`src/rtl/button_debouncer.sv`:
```
// Push-button conditioner: 2-flop synchroniser, stable-count debounce, and press/release/long-press pulses.
// Optional auto-repeat pulse is enabled with the BUTTON_REPEAT_EN macro; REPEAT_PULSE is tied 0 otherwise.
`timescale 1ns/1ps

module button_debouncer #(
  parameter bit          ACTIVE_LOW        = 1'b1,
  parameter int unsigned DEBOUNCE_CYCLES   = 480000,
  parameter int unsigned LONG_PRESS_CYCLES = 48000000,
  parameter int unsigned REPEAT_CYCLES     = 9600000
) (
  input  logic CLK_48,
  input  logic RST_N,
  input  logic BTN,
  output logic PRESSED,
  output logic PRESS_PULSE,
  output logic RELEASE_PULSE,
  output logic LONG_PULSE,
  output logic REPEAT_PULSE
);

  localparam int unsigned STAB_W = $clog2(DEBOUNCE_CYCLES + 1);
  localparam int unsigned HOLD_W = $clog2(LONG_PRESS_CYCLES + 1);

  localparam logic [STAB_W-1:0] STAB_MAX  = STAB_W'(DEBOUNCE_CYCLES);
  localparam logic [STAB_W-1:0] STAB_ONE  = STAB_W'(1);
  localparam logic [HOLD_W-1:0] HOLD_LAST = HOLD_W'(LONG_PRESS_CYCLES - 1);
  localparam logic [HOLD_W-1:0] HOLD_MAX  = HOLD_W'(LONG_PRESS_CYCLES);
  localparam logic              IDLE_LVL  = ACTIVE_LOW;

  if (DEBOUNCE_CYCLES < 1) begin : g_bad_debounce
    $error("DEBOUNCE_CYCLES must be at least 1");
  end
  if (LONG_PRESS_CYCLES <= DEBOUNCE_CYCLES) begin : g_bad_long
    $error("LONG_PRESS_CYCLES must exceed DEBOUNCE_CYCLES");
  end
  if (REPEAT_CYCLES < 1) begin : g_bad_repeat
    $error("REPEAT_CYCLES must be at least 1");
  end

  typedef enum logic [2:0] {
    S_IDLE,
    S_PRESS_WAIT,
    S_HELD,
    S_LONG_HELD,
    S_REL_WAIT
  } state_e;

  logic              sync1_q, sync2_q;
  logic              p;
  state_e            state_q, state_d;
  logic [STAB_W-1:0] stab_q, stab_d;
  logic [HOLD_W-1:0] hold_q, hold_d, hold_inc;
  logic              from_long_q, from_long_d;
  logic              pressed_q, pressed_d;
  logic              press_q, press_d;
  logic              release_q, release_d;
  logic              long_q, long_d;

  // The synchroniser idles at the released level so a button held through reset debounces as a fresh press.
  // NOTE: clocked state uses non-blocking (<=) so every flop samples pre-edge values regardless of block order.
  always_ff @(posedge CLK_48 or negedge RST_N) begin
    if (!RST_N) begin
      sync1_q <= IDLE_LVL;
      sync2_q <= IDLE_LVL;
    end else begin
      sync1_q <= BTN;
      sync2_q <= sync1_q;
    end
  end

  assign p        = sync2_q ^ ACTIVE_LOW;
  assign hold_inc = (hold_q == HOLD_MAX) ? hold_q : hold_q + HOLD_W'(1);

  // NOTE: every signal gets a default before the case so no path leaves it unassigned (no latch).
  always_comb begin
    state_d     = state_q;
    stab_d      = stab_q;
    hold_d      = hold_q;
    from_long_d = from_long_q;
    pressed_d   = pressed_q;
    press_d     = 1'b0;
    release_d   = 1'b0;
    long_d      = 1'b0;

    unique case (state_q)
      S_IDLE: begin
        pressed_d = 1'b0;
        stab_d    = '0;
        if (p) begin
          state_d = S_PRESS_WAIT;
          stab_d  = STAB_ONE;
        end
      end
      S_PRESS_WAIT: begin
        if (!p) begin
          state_d = S_IDLE;
          stab_d  = '0;
        end else if (stab_q == STAB_MAX) begin
          state_d     = S_HELD;
          stab_d      = '0;
          hold_d      = '0;
          from_long_d = 1'b0;
          pressed_d   = 1'b1;
          press_d     = 1'b1;
        end else begin
          stab_d = stab_q + STAB_ONE;
        end
      end
      S_HELD: begin
        if (!p) begin
          state_d = S_REL_WAIT;
          stab_d  = STAB_ONE;
        end else begin
          hold_d = hold_inc;
          if (hold_q == HOLD_LAST) begin
            state_d     = S_LONG_HELD;
            from_long_d = 1'b1;
            long_d      = 1'b1;
          end
        end
      end
      S_LONG_HELD: begin
        if (!p) begin
          state_d = S_REL_WAIT;
          stab_d  = STAB_ONE;
        end else begin
          hold_d = hold_inc;
        end
      end
      S_REL_WAIT: begin
        // Hold time is frozen here; a bounce back resumes whichever held state we left.
        if (p) begin
          state_d = from_long_q ? S_LONG_HELD : S_HELD;
          stab_d  = '0;
        end else if (stab_q == STAB_MAX) begin
          state_d   = S_IDLE;
          stab_d    = '0;
          pressed_d = 1'b0;
          release_d = 1'b1;
        end else begin
          stab_d = stab_q + STAB_ONE;
        end
      end
      default: begin
        state_d = S_IDLE;
        stab_d  = '0;
      end
    endcase
  end

  always_ff @(posedge CLK_48 or negedge RST_N) begin
    if (!RST_N) begin
      state_q     <= S_IDLE;
      stab_q      <= '0;
      hold_q      <= '0;
      from_long_q <= 1'b0;
      pressed_q   <= 1'b0;
      press_q     <= 1'b0;
      release_q   <= 1'b0;
      long_q      <= 1'b0;
    end else begin
      state_q     <= state_d;
      stab_q      <= stab_d;
      hold_q      <= hold_d;
      from_long_q <= from_long_d;
      pressed_q   <= pressed_d;
      press_q     <= press_d;
      release_q   <= release_d;
      long_q      <= long_d;
    end
  end

  assign PRESSED       = pressed_q;
  assign PRESS_PULSE   = press_q;
  assign RELEASE_PULSE = release_q;
  assign LONG_PULSE    = long_q;

`ifdef BUTTON_REPEAT_EN
  localparam int unsigned       REP_W    = $clog2(REPEAT_CYCLES + 1);
  localparam logic [REP_W-1:0]  REP_LAST = REP_W'(REPEAT_CYCLES - 1);

  logic             enter_long;
  logic [REP_W-1:0] rep_q, rep_d;
  logic             rep_pulse_q, rep_pulse_d;

  // Only a fresh HELD->LONG_HELD entry restarts the period; bounce-back re-entry keeps the count.
  assign enter_long = (state_q == S_HELD) && (state_d == S_LONG_HELD);

  always_comb begin
    rep_d       = rep_q;
    rep_pulse_d = 1'b0;
    if (enter_long) begin
      rep_d = '0;
    end else if ((state_q == S_LONG_HELD) && p) begin
      if (rep_q == REP_LAST) begin
        rep_d       = '0;
        rep_pulse_d = 1'b1;
      end else begin
        rep_d = rep_q + REP_W'(1);
      end
    end
  end

  always_ff @(posedge CLK_48 or negedge RST_N) begin
    if (!RST_N) begin
      rep_q       <= '0;
      rep_pulse_q <= 1'b0;
    end else begin
      rep_q       <= rep_d;
      rep_pulse_q <= rep_pulse_d;
    end
  end

  assign REPEAT_PULSE = rep_pulse_q;
`else
  assign REPEAT_PULSE = 1'b0;
`endif

endmodule
```
`config.mk`:
```
export PLATFORM = sky130hd
export DESIGN_NAME = button_debouncer
export DESIGN_NICKNAME = d
export VERILOG_FILES = /design/src/rtl/button_debouncer.sv
export SDC_FILE = /design/constraint.sdc
export NUM_CORES = 1
export LEC_CHECK = 0
export CAP_MARGIN = 30
export CORE_ASPECT_RATIO = 0.7
export CORE_MARGIN = 2
export CORE_UTILIZATION = 40
export DETAILED_ROUTE_END_ITERATION = 10
export PLACE_DENSITY_LB_ADDON = 0.25
export SYNTH_ARGS = -nofsm -noshare
export SYNTH_HDL_FRONTEND = slang
export SYNTH_SLANG_ARGS = --single-unit
```
`constraint.sdc`:
```
create_clock -name CLK_48 -period 2.44 [get_ports CLK_48]
set_input_delay 0.488 -clock CLK_48 [delete_from_list [all_inputs] [get_ports CLK_48]]
set_output_delay 0.488 -clock CLK_48 [all_outputs]
set_load 0.01 [all_outputs]
```
==> After elaboration in Yosys (flattened, before gate mapping) <==
Cells that the tools add are included.
{ "classes": {"addsub": 2, "multipliers": 0, "div_mod_pow": 0, "magnitude_cmp": 0, "eq_ne": 21, "shifts": 0, "n_mux": 38, "bitwise_logic": 0, "reduce_logical": 9} }
{ "op_table": {"columns": ["operator", "count"], "rows": [
  ["26-bit two-way mux", 4],
  ["19-bit two-way mux", 4],
  ["19-bit one-hot mux with 4 select lines", 1],
  ["26-bit equality test, second input constant", 2],
  ["26-bit one-hot mux with 2 select lines", 1],
  ["26-bit by 1-bit adder with 26-bit output, second input constant", 1],
  ["3-bit two-way mux", 8],
  ["2-bit != test, second input constant", 10],
  ["5-bit AND reduction", 4],
  ["19-bit by 1-bit adder with 19-bit output, second input constant", 1],
  ["19-bit equality test, second input constant", 1],
  ["1-bit two-way mux", 17],
  ["3-bit one-hot mux with 5 select lines", 1],
  ["3-bit != test, second input constant", 3],
  ["3-bit by 2-bit equality test with 1-bit output, second input constant", 2],
  ["2-bit nonzero test", 2],
  ["3-bit by 1-bit equality test with 1-bit output, second input constant", 1],
  ["3-bit equality test, second input constant", 1],
  ["3-bit logical NOT", 1],
  ["1-bit one-hot mux with 3 select lines", 1],
  ["3-bit nonzero test", 1],
  ["2-bit by 1-bit != test with 1-bit output, second input constant", 1],
  ["1-bit one-hot mux with 2 select lines", 1],
  ["2-bit OR reduction", 1]
]} }
{ "word_totals": {"ff_bits": 55, "latchBits": 0, "ramBits": 0, "romBits": 0, "inputBits": 3, "output_inout_bits": 5, "word_cells": 80, "mem_count": 0} }

==> Depth between registers and ports, before layout <==
Gate-level depths: netlist of run 1.
{ "depth": {"word_depth": 4, "mapped_depth": 9} }

==> Worst setup path after synthesis of run 1 <==
Ideal clock, no wire load.
{ "synth_timing": {"path_kind": "flip-flop to flip-flop", "start": "reg stab_q[13]", "end": "reg hold_q[19]", "setup_time_ps": 124, "arrival_ps": 1878, "slack_ps": 438, "path_stages_with_launch": 6, "path_buffers": 0, "synth_period_minus_slack_ps": 2002, "path_cell_list": "dfrtp_1 > nand4bb_1 > or4_4 > or4_4 > o211a_1 > or2_1"} }
{ "synth_via": {"elab_chain_cells": 3} }
{ "synth_lines": {"columns": ["element", "line", "rtl"], "rows": [
  ["from (decl)", "51", "logic [STAB_W-1:0] stab_q, stab_d;"],
  ["from (signal assigned)", "163", "stab_q <= stab_d;"],
  ["19-bit equality test", "98", "end else if (stab_q == STAB_MAX) begin"],
  ["2-bit != test (no source line)", null, null],
  ["5-bit AND reduction (no source line)", null, null],
  ["to (signal assigned)", "164", "hold_q <= hold_d;"],
  ["to (decl)", "52", "logic [HOLD_W-1:0] hold_q, hold_d, hold_inc;"]
]} }
No other way between the ends.
A chain may end at the register's enable or synchronous reset.

==> Final worst setup path of run 1 <==
{ "layout_timing": {"start": "reg stab_q[11]", "end": "reg hold_q[19]"} }
Same word-level chain as after synthesis.

==> metrics.txt, run 1 <==
logic gate share of total power 4.3%; Sink Count 55; arrival time of the worst setup path between 2 and 2.5 ns; R2R setup slack approximately 0.22 ns; Post-Syn Instances ~300; EDFF count, synth 0; Hold Crit Class in2async; first-pass GRT wire length 10500 um; # rows 26; dpl hpwl 4510 um; PostCTS Resize Cnt 0; Sw Share 23.4%; Post-synth ARST share 100%; RePlAce Congestion 0.799; r2r worst-path depth 5; via count between 2000 and 2500; Worst Path Buf+Inv 0; MaxCap Viol Count 0; flip-flop and latch area 1380 sq um; switching power 0.382 mW; Reg clk slew, reported paths approximately 0.11 ns; DRT Pass-1 Iters 5; Crit-path slowest cell or4_4; count of different cell masters after synthesis between 50 and 60; data required time of the critical path 2.65 ns; # port buffers 6; max frequency 451 MHz; DRC 0; Setup crit start kind flop; Lkg Pwr around 1.4 nW; Max VDD drop 0.000212 V; Pint 1.25 mW; Mean Syn Cell Area between 9 and 10 sq um; routed wire length per instance 15.5 um; endpoints failing setup 0; clock network latency to the later pin of the worst-skew pair between 0.3 and 0.4 ns; clk_skew 0.0123 ns; post-CTS setup repair buffer count 0; number of antenna diodes 0; outcome complete, no violations; crit-path max FO 6; share of cells above drive strength 1 between 10% and 20%; ys flop type dfrtp_1; fin area about 3200 sq um; Fill cells 703; CTS buffer count 5; Die Area 8090 sq um; clock buffer depth 2; unrepaired setup endpoints after global routing false; largest net degree at the start of global routing 23; post-synth net total around 310; final worst-path cycle share 91.0%; CP Capture Type flop; sequential share of the synthesized area 46.7%; Initial DRC Count around 220; Clock power frac 38.4%; vias in the first global route roughly 2000; Synth Cell Area 2950 sq um; PD cells 503 nW/um^2; Hold-fix buffers, CTS 0; CP max stage delay around 0.61 ns; ANT nets after route 0; ranking of synthesized cells by area dfrtp_1, xor2_1, nor2_1; Total GRT Usage approximately 17%; antenna violations before repair 0; Total Wirelength 6400 um; YS warnings 0; die height 75.9 um; post-synth top area cell dfrtp_1; via-per-instance ratio 5.54; non-filler instance count after layout 413; post-synth top area share 44.9%; Synth Register Bits 55; TritonCTS clock tree yes; final slew viol count 0; Setup TNS Final 0 ns; CTS H-tree lvls 2; Sequential Power Share 57.2%; CTS root buf clkbuf_8; Layout area overhead 9.92%; Worst path top cell family by delay simple AND/OR/NAND/NOR gates; Ports 8; FF-to-FF End hold_q[19]; WS Path Type reg2reg; Initial Util slightly above 40%; placed instance area 3130 sq um; core area ~7200 sq um; Die X 107 um; final hold slack ~0.09 ns; GRT Residual Overflow 0; nets 321; Final Hold Viols 0; relative slew slack roughly 67%; Multi-input gate area about 1400 sq um; post-layout min period 2.22 ns; reg-to-reg critical path startpoint stab_q[11]; Worst Tran Pin Value 0.489 ns; CP cell instances nor4b_1 > nand2_1 > or4_4 > o211a_1 > or2_1; Inst Count DP 405
## logic make-up (layout without fill, tap and decap cells)
family	Yosys count	after routing	synth area share [%]
mux	3	3	1.06
buf+inv	24	37	4.79
simple gates	148	148	27.1
compound gates	29	29	7.21
other cells	1	1	0.127
fa+ha+maj	4	4	1.70
xor+xnor	38	38	11.3
flops	55	55	46.7
## registers in the layout, indices dropped and copies added, names as in the netlist
name	flops
sync2_q	1
PRESSED	1
RELEASE_PULSE	1
state_q	3
PRESS_PULSE	1
LONG_PULSE	1
stab_q	19
from_long_q	1
hold_q	26
sync1_q	1
## cell type report
cell class	count	share of cell area (%)
clock buffers	5	2.12
inverters	9	1.04
clock inverters	3	1.35
flip-flops and latches	55	42.5
well taps	98	3.78
multi-input cells	223	44.3
repair buffers	20	4.94
## per-layer routing
metal	vias to the layer above	share of wire [%]	routed length, um	GRT usage (%)
met4	0	1.0	66	4.18
li1	1085	-	-	-
met5	-	0	0	0
met3	8	6.0	384	5.56
met2	44	38	2460	21.7
met1	1150	54	3490	26.9
## worst reg2reg max path, delay by kind of cell, from the launching register on
| kind | cells | cell delay, ns |
|---|---|---|
| and+or+nand+nor | 4 | 1.51 |
| DFF | 1 | 0.46 |
| AOI/OAI and AO/OA | 1 | 0.14 |
## placed cells by master, fill, tap and decap left out, types with 2 or more instances in the layout
cell,count
a21oi_1,4
a31oi_1,2
and3_1,8
and4_1,3
buf_4,14
clkbuf_8,5
clkdlybuf4s50_1,5
dfrtp_1,53
dfstp_2,2
ha_1,4
inv_1,8
mux2i_1,2
nand2_1,18
nand3_1,14
nand4_1,16
nor2_1,53
nor3_1,9
nor4_1,4
nor4_2,2
nor4b_1,4
o2111ai_1,6
o211a_1,2
o211ai_1,4
o21ai_0,4
o2bb2ai_1,2
or4_4,2
xnor2_1,8
xor2_1,30
## synthesized netlist by cell type (6+ instances only)
library cell and count:
dfrtp_1 53, nor2_1 53, xor2_1 30, nand2_1 18
nand4_1 16, nand3_1 14, nor3_1 9, and3_1 8
inv_1 8, xnor2_1 8, clkbuf_1 7, o2111ai_1 6
## how the worst max path moves through the flow
stage / startpoint / end / slack (ns) / depth (start not counted)
2_1_floorplan: stab_q[13] / hold_q[19] / 0.44 / 5
3_3_place_gp: stab_q[0] / hold_q[19] / 0.34 / 7
3_5_place_dp: stab_q[0] / hold_q[19] / 0.26 / 7
4_1_cts: stab_q[0] / hold_q[19] / 0.25 / 7
5_1_grt: stab_q[0] / hold_q[19] / 0.15 / 7
6_report: stab_q[11] / hold_q[19] / 0.22 / 5
## through the flow
stage | setup slack [ns] | total power [mW] | util, %
2_1_floorplan | 0.438 | 0.993 | -
3_3_place_gp | 0.336 | 1.02 | 43.4
3_5_place_dp | 0.257 | 1.02 | 43.4
4_1_cts | 0.254 | 1.66 | 44.9
5_1_grt | 0.148 | 1.71 | 44.9
6_report | 0.220 | 1.63 | 44.9
## power groups by stage
stage	registers (mW)	clock network (mW)	logic (mW)
after floorplan	0.945	0	0.0475
after global placement	0.951	0	0.0714
after detailed placement	0.951	0	0.0724
after CTS	0.934	0.649	0.0725
after global routing	0.937	0.690	0.0811
final	0.934	0.627	0.0709
(Power assumes the default switching activity.)
==> run 2: changes to the inputs <==
--- a/config.mk
+++ b/config.mk
@@ -8,7 +8,7 @@
 export CAP_MARGIN = 30
 export CORE_ASPECT_RATIO = 0.7
 export CORE_MARGIN = 2
-export CORE_UTILIZATION = 40
+export CORE_UTILIZATION = 52
 export DETAILED_ROUTE_END_ITERATION = 10
 export PLACE_DENSITY_LB_ADDON = 0.25
 export SYNTH_ARGS = -nofsm -noshare
==> run 2 against run 1 <==
Net effect: final area is 1.7% lower; largest cell class unchanged; critical path depth is 2 higher; core utilization is 14 points higher; clock power is 3% lower; register-to-register slack hardly changed.
==> metrics.txt, run 2 (synthesis gave the netlist of run 1 again) <==
Largest regs hold_q: 26 flops, stab_q: 19 flops, state_q: 3 flops; # port buffers 6; routed wire length per instance ~15 um; Layout Utilization 59.4%; Total GRT Usage roughly a fifth; Initial Util 55.0%; data required time of the critical path 2.64 ns; unrepaired setup endpoints after global routing false; vias in the first global route 1962; clk_skew 0.0102 ns; clock buffer depth 2; CTS buffer count 5; DRC 0; first-pass GRT wire length 10000 um; RePlAce Congestion 0.894; CTS root buf clkbuf_8; antenna violations before repair 0; crit-path max FO 6; DRT Pass-1 Iters 5; share of cells above drive strength 1 9.65%; Max VDD drop 0.000230 V; dpl hpwl 4010 um; largest register by flop count hold_q; Setup TNS Final 0 ns; via count around 2200; R2R setup slack between 0.2 and 0.25 ns; PD cells just over 500 nW/um^2; Pwr Total 1.61 mW; post-layout min period ~2.2 ns; post-CTS setup repair buffer count 0; max reg flops 26; final hold slack roughly 0.15 ns; Ports 8; die height roughly 67 um; Crit-path slowest cell or4_4; PostCTS Resize Cnt 0; Lkg Pwr between 1 and 1.5 nW; final slew viol count 0; WS Path Type reg2reg; commonest cells after routing, fill and taps aside dfrtp_1, nor2_1, xor2_1; via-per-instance ratio 5.69; core area 5370 sq um; max frequency 448 MHz; arrival time of the worst setup path 2.43 ns; CTS H-tree lvls 2; FF-to-FF End hold_q[19]; r2r worst-path depth 7; MaxCap Viol Count 0; clock network latency to the later pin of the worst-skew pair between 0.3 and 0.4 ns; Setup crit start kind flop; Hold Crit Class in2async; Initial DRC Count between 150 and 200; reg-to-reg critical path startpoint stab_q[0]; CP Capture Type flop; Die Area roughly 6300 sq um; number of antenna diodes 0; Layout area overhead 8.05%; Final Hold Viols 0; CP cell instances inv_1 > ha_1 > nor4b_1 > nand2_1 > or4_4 > o211a_1 > or2_1; Total Wirelength 5640 um; CP max stage delay 0.60 ns; endpoints failing setup 0; Sink Count 55; ANT nets after route 0; outcome complete, no violations; final worst-path cycle share just over 90%; nets about 320; relative slew slack 63.8%; GRT Residual Overflow 0; # rows 22; largest net degree at the start of global routing 34; Reg clk slew, reported paths 0.10 ns; Die X between 90 and 100 um; Hold-fix buffers, CTS 0; Worst Tran Pin Value 0.543 ns; TritonCTS clock tree yes
run 2: cell count changes in the layout (fill, tap and decap cells not counted), sizes merged:
cell  delta
buf      -4
run 2: how the worst max path moves through the flow:
| stage | slack, ns | depth (start not counted) | end | from |
|---|---|---|---|---|
| floorplan | 0.44 | 5 | hold_q[19] | stab_q[13] |
| global placement | 0.33 | 7 | hold_q[19] | stab_q[0] |
| detailed placement | 0.23 | 7 | hold_q[19] | stab_q[0] |
| CTS | 0.20 | 7 | hold_q[19] | stab_q[0] |
| global route | 0.05 | 7 | hold_q[19] | stab_q[0] |
| finish | 0.21 | 7 | hold_q[19] | stab_q[0] |
run 2: worst max-delay path: cells and delay by family (launching register included):
kind            cells  cell delay (ns)
simple gates        4             1.29
flops               1             0.44
fa+ha+maj           1             0.16
compound gates      1             0.15
buf+inv             1             0.08
run 2: report_power, final:
group | switching, mW | internal, mW
Combinational | 0.0437 | 0.0228
Sequential | 0.0144 | 0.921
Clock | 0.304 | 0.306
run 2: metal layers:
layer	vias to the layer above	track usage (%)	routed length [um]
li1	1080	-	-
met1	1047	34.4	3190
met2	48	25.8	2090
met3	5	4.07	298
met4	0	7.25	57
met5	-	0	0
run 2: per-stage QoR:
stage	cells	instance area [sq um]	setup WS (ns)
global placement	375	3080	0.326
CTS	383	3190	0.198
finish	383	3190	0.210
floorplan	302	2950	0.438
detailed placement	375	3080	0.232
global route	383	3190	0.0542
run 2: area by class of cell:
| type | count | area [sq um] |
|---|---|---|
| fill | 481 | 2180 |
| multi-input combinational | 223 | 1430 |
| sequential | 55 | 1380 |
| timing repair buffer | 16 | 143 |
| tap | 72 | 90.1 |
| clock buffer | 5 | 68.8 |
| clock inverter | 3 | 43.8 |
| inverter | 9 | 33.8 |
